**config.mk**
```make
export PLATFORM = sky130hd
export DESIGN_NAME = bus_cycle_ctrl_flat
export DESIGN_NICKNAME = d
export VERILOG_FILES = /design/src/rtl/bus_cycle_ctrl_if.sv /design/src/rtl/bus_cycle_ctrl.sv /design/src/flat_wrapper.sv
export SDC_FILE = /design/constraint.sdc
export NUM_CORES = 1
export LEC_CHECK = 0
export CAP_MARGIN = 20
export CORE_AREA = 2 2 80 82
export DETAILED_ROUTE_END_ITERATION = 16
export DIE_AREA = 0 0 82 84
export PLACE_DENSITY_LB_ADDON = 0.15
export SLEW_MARGIN = 20
export SYNTH_ARGS = -nofsm -noshare
export SYNTH_HDL_FRONTEND = slang
export SYNTH_SLANG_ARGS = --single-unit
export TNS_END_PERCENT = 5
```
**constraint.sdc**
```tcl
create_clock -name clk -period 1.7 [get_ports clk]
set_input_delay 0.425 -clock clk [delete_from_list [all_inputs] [get_ports clk]]
set_output_delay 0.425 -clock clk [all_outputs]
set_load 0.01 [all_outputs]
```
**src/rtl/bus_cycle_ctrl_if.sv**
```systemverilog
// bus_cycle_ctrl_if: request/response handshake plus external bus pins
// for the bus cycle controller.
interface bus_cycle_ctrl_if #(
    parameter int ADDR_W = 20,
    parameter int DATA_W = 8
);
    logic [2:0]        OP;
    logic              op_valid;
    logic              op_ready;
    logic [ADDR_W-1:0] Direction;
    logic [DATA_W-1:0] Data;
    logic [ADDR_W-1:0] bus_addr;
    logic              bus_ale;
    logic              bus_io_m;
    logic              bus_rd;
    logic              bus_wr;
    logic [DATA_W-1:0] bus_wdata;
    logic              bus_ready;
    logic [DATA_W-1:0] bus_rdata;
    logic [DATA_W-1:0] rdata;
    logic              done;
    logic              rdata_valid;
    logic              err;

    // requester + external slave side
    modport master (
        output OP, op_valid, Direction, Data, bus_ready, bus_rdata,
        input  op_ready, bus_addr, bus_ale, bus_io_m, bus_rd, bus_wr,
        input  bus_wdata, rdata, done, rdata_valid, err
    );

    // controller side
    modport slave (
        input  OP, op_valid, Direction, Data, bus_ready, bus_rdata,
        output op_ready, bus_addr, bus_ale, bus_io_m, bus_rd, bus_wr,
        output bus_wdata, rdata, done, rdata_valid, err
    );
endinterface

```
**src/rtl/bus_cycle_ctrl.sv**
```systemverilog
// bus_cycle_ctrl: turns one OP/Direction/Data request into a
// T1/T2/T3/TW/T4 external bus cycle with a wait-state timeout.
module bus_cycle_ctrl #(
    parameter int ADDR_W     = 20,
    parameter int DATA_W     = 8,
    parameter int WAIT_MAX   = 15,
    parameter int WAIT_CNT_W = 4
) (
    input  logic            clk,
    input  logic            reset,
    bus_cycle_ctrl_if.slave bus
);

    typedef enum logic [2:0] {
        S_IDLE,
        S_T1,
        S_T2,
        S_T3,
        S_TW,
        S_T4
    } state_t;

    localparam logic [2:0] OP_NOP  = 3'b000;
    localparam logic [2:0] OP_MRD  = 3'b001;
    localparam logic [2:0] OP_MWR  = 3'b010;
    localparam logic [2:0] OP_IORD = 3'b011;
    localparam logic [2:0] OP_IOWR = 3'b100;

    localparam logic [WAIT_CNT_W-1:0] WAIT_LIM = WAIT_CNT_W'(WAIT_MAX);

    state_t                state;
    state_t                state_nx;
    logic [WAIT_CNT_W-1:0] wait_cnt;
    logic [WAIT_CNT_W-1:0] wait_cnt_nx;
    logic [2:0]            op_q;

    logic accept;
    logic req_bus;
    logic req_io;
    logic q_rd;
    logic q_wr;
    logic ale_nx;
    logic rd_nx;
    logic wr_nx;
    logic done_nx;
    logic rv_nx;
    logic err_nx;
    logic ready_nx;
    logic capture;

    assign accept  = bus.op_valid & bus.op_ready;
    assign req_bus = (bus.OP == OP_MRD)  | (bus.OP == OP_MWR) |
                     (bus.OP == OP_IORD) | (bus.OP == OP_IOWR);
    assign req_io  = (bus.OP == OP_IORD) | (bus.OP == OP_IOWR);
    assign q_rd    = (op_q == OP_MRD) | (op_q == OP_IORD);
    assign q_wr    = (op_q == OP_MWR) | (op_q == OP_IOWR);

    // State and wait counter registers
    always_ff @(posedge clk) begin
        if (reset) begin
            state    <= S_IDLE;
            wait_cnt <= '0;
        end else begin
            state    <= state_nx;
            wait_cnt <= wait_cnt_nx;
        end
    end

    // Next state plus the values the output registers take next cycle
    always_comb begin
        state_nx    = state;
        wait_cnt_nx = wait_cnt;
        ale_nx      = 1'b0;
        rd_nx       = 1'b0;
        wr_nx       = 1'b0;
        done_nx     = 1'b0;
        rv_nx       = 1'b0;
        err_nx      = 1'b0;
        capture     = 1'b0;
        unique case (state)
            S_IDLE: begin
                if (accept) begin
                    wait_cnt_nx = '0;
                    if (req_bus) begin
                        state_nx = S_T1;
                        ale_nx   = 1'b1;
                    end else if (bus.OP != OP_NOP) begin
                        done_nx = 1'b1;
                        err_nx  = 1'b1;
                    end
                end
            end
            S_T1: begin
                state_nx = S_T2;
                rd_nx    = q_rd;
                wr_nx    = q_wr;
            end
            S_T2: begin
                state_nx = S_T3;
                rd_nx    = q_rd;
                wr_nx    = q_wr;
            end
            S_T3, S_TW: begin
                if (bus.bus_ready) begin
                    state_nx = S_T4;
                    done_nx  = 1'b1;
                    rv_nx    = q_rd;
                    capture  = q_rd;
                end else if (state == S_TW && wait_cnt == WAIT_LIM) begin
                    state_nx = S_T4;
                    done_nx  = 1'b1;
                    err_nx   = 1'b1;
                end else begin
                    state_nx = S_TW;
                    rd_nx    = q_rd;
                    wr_nx    = q_wr;
                    if (wait_cnt < WAIT_LIM) begin
                        wait_cnt_nx = wait_cnt + 1'b1;
                    end
                end
            end
            S_T4: begin
                state_nx = S_IDLE;
            end
            default: begin
                state_nx = S_IDLE;
            end
        endcase
        ready_nx = (state_nx == S_IDLE);
    end

    // Output registers and request latches
    always_ff @(posedge clk) begin
        if (reset) begin
            op_q            <= OP_NOP;
            bus.bus_addr    <= {ADDR_W{1'b0}};
            bus.bus_io_m    <= 1'b0;
            bus.bus_wdata   <= {DATA_W{1'b0}};
            bus.bus_ale     <= 1'b0;
            bus.bus_rd      <= 1'b0;
            bus.bus_wr      <= 1'b0;
            bus.done        <= 1'b0;
            bus.rdata_valid <= 1'b0;
            bus.err         <= 1'b0;
            bus.rdata       <= {DATA_W{1'b0}};
            bus.op_ready    <= 1'b1;
        end else begin
            if (accept) begin
                op_q          <= bus.OP;
                bus.bus_addr  <= bus.Direction;
                bus.bus_io_m  <= req_io;
                bus.bus_wdata <= bus.Data;
            end
            if (capture) begin
                bus.rdata <= bus.bus_rdata;
            end
            bus.bus_ale     <= ale_nx;
            bus.bus_rd      <= rd_nx;
            bus.bus_wr      <= wr_nx;
            bus.done        <= done_nx;
            bus.rdata_valid <= rv_nx;
            bus.err         <= err_nx;
            bus.op_ready    <= ready_nx;
        end
    end

endmodule

```
**src/flat_wrapper.sv**
```systemverilog
// flat-port wrapper written by rule: the top's interface ports become plain ports
module bus_cycle_ctrl_flat 
#(
    parameter int ADDR_W     = 20,
    parameter int DATA_W     = 8,
    parameter int WAIT_MAX   = 15,
    parameter int WAIT_CNT_W = 4
)
  (clk, reset, bus_OP, bus_op_valid, bus_Direction, bus_Data, bus_bus_ready, bus_bus_rdata, bus_op_ready, bus_bus_addr, bus_bus_ale, bus_bus_io_m, bus_bus_rd, bus_bus_wr, bus_bus_wdata, bus_rdata, bus_done, bus_rdata_valid, bus_err);
  bus_cycle_ctrl_if #(.ADDR_W(ADDR_W), .DATA_W(DATA_W)) bus_i ();
  input  logic clk;
  input  logic reset;
  input wire logic [$bits(bus_i.OP)-1:0] bus_OP;
  input wire logic [$bits(bus_i.op_valid)-1:0] bus_op_valid;
  input wire logic [$bits(bus_i.Direction)-1:0] bus_Direction;
  input wire logic [$bits(bus_i.Data)-1:0] bus_Data;
  input wire logic [$bits(bus_i.bus_ready)-1:0] bus_bus_ready;
  input wire logic [$bits(bus_i.bus_rdata)-1:0] bus_bus_rdata;
  output wire logic [$bits(bus_i.op_ready)-1:0] bus_op_ready;
  output wire logic [$bits(bus_i.bus_addr)-1:0] bus_bus_addr;
  output wire logic [$bits(bus_i.bus_ale)-1:0] bus_bus_ale;
  output wire logic [$bits(bus_i.bus_io_m)-1:0] bus_bus_io_m;
  output wire logic [$bits(bus_i.bus_rd)-1:0] bus_bus_rd;
  output wire logic [$bits(bus_i.bus_wr)-1:0] bus_bus_wr;
  output wire logic [$bits(bus_i.bus_wdata)-1:0] bus_bus_wdata;
  output wire logic [$bits(bus_i.rdata)-1:0] bus_rdata;
  output wire logic [$bits(bus_i.done)-1:0] bus_done;
  output wire logic [$bits(bus_i.rdata_valid)-1:0] bus_rdata_valid;
  output wire logic [$bits(bus_i.err)-1:0] bus_err;
  assign bus_i.OP = bus_OP;
  assign bus_i.op_valid = bus_op_valid;
  assign bus_i.Direction = bus_Direction;
  assign bus_i.Data = bus_Data;
  assign bus_i.bus_ready = bus_bus_ready;
  assign bus_i.bus_rdata = bus_bus_rdata;
  assign bus_op_ready = bus_i.op_ready;
  assign bus_bus_addr = bus_i.bus_addr;
  assign bus_bus_ale = bus_i.bus_ale;
  assign bus_bus_io_m = bus_i.bus_io_m;
  assign bus_bus_rd = bus_i.bus_rd;
  assign bus_bus_wr = bus_i.bus_wr;
  assign bus_bus_wdata = bus_i.bus_wdata;
  assign bus_rdata = bus_i.rdata;
  assign bus_done = bus_i.done;
  assign bus_rdata_valid = bus_i.rdata_valid;
  assign bus_err = bus_i.err;
  bus_cycle_ctrl #(.ADDR_W(ADDR_W), .DATA_W(DATA_W), .WAIT_MAX(WAIT_MAX), .WAIT_CNT_W(WAIT_CNT_W)) u_core (.clk(clk), .reset(reset), .bus(bus_i));
endmodule
```
==> flow_summary.toml <==
[yosys]
synth-async-reset-ratio = 0
syn_nets = 288
synth-edff-count = 0
synth-seq-area-share = 0.528
ys_warn_count = 0
synthCells = 244
ys_ff_latch = 54
synth_ff_type = "dfxtp_1"
synth_area_per_cell_um2 = 8.38
synth_most_common_cell = "nand2_1"
netlist.area_leader.share = 0.528
synthTopCellsByArea = "dfxtp_1, nand2_1, a21oi_1"
yosysUniqueCellTypes = 36
synth_area_mm2 = 0.00205
synth_area_leader_cell = "dfxtp_1"
synth_common_cells = "nand2_1, dfxtp_1, a21oi_1"

[worst_setup_path]
cpPeakStageDelay_ns = 0.55
worstPathRequired_ns = 1.27
r2r_start = "u_core.state[1]"
crit_buf_inv = 1
crit_start = "u_core.bus.bus_addr[6]"
crit_chain = "clkdlybuf4s50_1"
critical_path_class = "reg2out"
arrival_ns = 1.20
critical-path-top-delay-family = "buffers and inverters"
crit_slowest_cell = "clkdlybuf4s50_1"
cp_max_fo = 2
crit_path_start_kind = "register"
endpoint_kind = "output pin"

[floorplanning]
core_area_mm2 = 0.00610
die_y_um = 84
start_util = 0.336
fp.dieW_um = 82
pin_count = 87
row_count = 29
die_area_mm2 = 0.00689

[routing]
drtIter0Drc = 50
drc_errors = 0
route.vias.total = 1938
routed_wl_um = 5250
drtPass1Iterations = 4
ant_nets = 0
wire_per_inst_um = 12.6
avgViaCountPerCell = 4.64

[pwr]
peakVddDrop_mv = 0.571
p_leak_nw = 1.26
clockPowerShare = 0.286
power.share.combinational = 0.232
pwr-share-seq = 0.482
power_density_mw_per_mm2 = 929
power_switching_uw = 792
switching_share = 0.266
p_int_mw = 2.18

[final_layout]
synthToLayoutAreaGrowth_pct = 56.4
num-nets-final = 384
fill_cells = 611
diodes = 0
drive_gt1_frac = 0.0997

[place]
post-place-ws_ns = -0.125
dp_hpwl_um = 3760
io_buffers = 86
place.gp.congestion = 0.828

[timing]
fin_setup_tns_ns = 0
setup_viol = 0
setup_slack_ns = 0.0767
fin_worst_skew_ns = 0.00578
min_period_ns = 1.62
final_max_slew_viol_count = 0
hold_viol = 0
slew-limit-headroom = 0.775
fin_crit_sh = 0.955
rsz0062_at_grt = "false"
worst_slew_pin_slew_ns = 0.335
max_freq_mhz = 616

[worst_hold_path]
worstHoldStart = "u_core.bus.bus_addr[1]"
min_path_type = "reg2reg"

[outcome]
status = "completed"

[global_routing]
grt_overflow = 0
grt_pass1_wl_um = 8270
grt_pass1_vias = 1814
antenna_found_initial = 0
grt.total_usage = 0.153
grt_max_degree = 21

[clocking]
clockBufferDepth = 2
cts-htree-levels = 2
post-cts-setup-buffer-count = 0
clkTransAtPathRegs_ns = 0.09
cts_tree = "done"
cts-buffers-inserted = 5
clk_latency_ns = 0.30
cts.repair.resized = 0
cts_hold_buf = 0
clock_sinks = 54
cts-root-buf = "clkbuf_8"

[run]
cap_violations = 0
==> state kept, by name (all words and copies together) (netlist names), 3 cells and up <==
register              flops
u_core.bus.bus_wdata      8
u_core.bus.rdata          8
u_core.bus.bus_addr      20
u_core.state              3
u_core.op_q               3
u_core.wait_cnt           4
==> cell families after synthesis <==
| kind of cell | share of synthesized area |
|---|---|
| DFF | 0.528 |
| and+or+nand+nor | 0.223 |
| muxes | 0.0391 |
| xor gates and xnor gates | 0.00856 |
| buffers and inverters | 0.0398 |
| adders and majority gates | 0.00612 |
| AOI/OAI and AO/OA | 0.155 |
==> power by group through the flow <==
stage	sequential, mW	clock [mW]	combinational (mW)
2_1_floorplan	1.48	0	0.289
3_5_place_dp	1.46	0	0.695
6_report	1.43	0.849	0.690
3_3_place_gp	1.46	0	0.694
5_1_grt	1.44	0.929	0.767
4_1_cts	1.43	0.877	0.699
==> placed cells by master, fill, tap and decap left out, types with 2 or more instances in the layout <==
| cell | netlist | final |
|---|---|---|
| mux2i_1 | 8 | 8 |
| dfxtp_2 | 0 | 2 |
| a211o_1 | 2 | 2 |
| nor2_1 | 15 | 15 |
| a211oi_1 | 2 | 2 |
| clkbuf_8 | 0 | 5 |
| clkbuf_1 | 11 | 2 |
| dfxtp_1 | 54 | 52 |
| clkdlybuf4s50_1 | 0 | 85 |
| buf_4 | 0 | 18 |
| inv_1 | 5 | 5 |
| nand4_1 | 2 | 2 |
| and2_1 | 2 | 2 |
| xnor2_1 | 2 | 2 |
| o21ai_0 | 3 | 3 |
| a21oi_1 | 37 | 37 |
| a31oi_1 | 2 | 2 |
| nor3_1 | 6 | 6 |
| nand2_1 | 65 | 65 |
| nand3_1 | 5 | 5 |
==> worst min-delay path: cells and delay by family, from the launching register on <==
kind / cells / cell delay (ns)
compound gates: 1 / 0.05
flops: 1 / 0.32
simple gates: 1 / 0.05
==> per-layer routing <==
layer  vias to the layer above  GRT usage  routed length (um)  part of all wire
met2                        42      0.250                2450              0.47
met4                         0     0.0455                  50            0.0095
li1                       1011          -                   -                 -
met5                         -          0                   0                 0
met3                         6     0.0476                 306             0.058
met1                       879      0.192                2440              0.46
==> through the flow <==
stage	instance area [um^2]	cells	util	total power [mW]	hold slack (ns)
floorplan	2050	244	-	1.77	0.435
finish	3200	418	0.525	2.97	0.457
detailed placement	3090	410	0.507	2.15	0.446
global placement	3090	410	0.507	2.15	0.440
CTS	3200	418	0.524	3.01	0.456
global route	3200	418	0.525	3.14	0.475
==> cell type report <==
class | instances | area, um^2 | share of cell area
clock buffer | 7 | 76.3 | 0.0239
clock inverter | 1 | 30.0 | 0.00939
inverter | 5 | 18.8 | 0.00587
multi-input combinational | 169 | 883 | 0.276
sequential | 54 | 1080 | 0.339
tap | 77 | 96.3 | 0.0301
timing repair buffer | 105 | 1010 | 0.316
==> final timing paths <==
| kind | depth (start not counted) | slack [ns] | end |
|---|---|---|---|
| worst max-delay path | 1 | 0.08 | bus_bus_addr[6] |
| worst min-delay path | 2 | 0.46 | u_core.bus.bus_addr[1] |
| worst max register to register | 4 | 0.18 | u_core.wait_cnt[3] |
| worst min register to register | 2 | 0.46 | u_core.bus.bus_addr[1] |
Power figures use the tool's default switching activity.
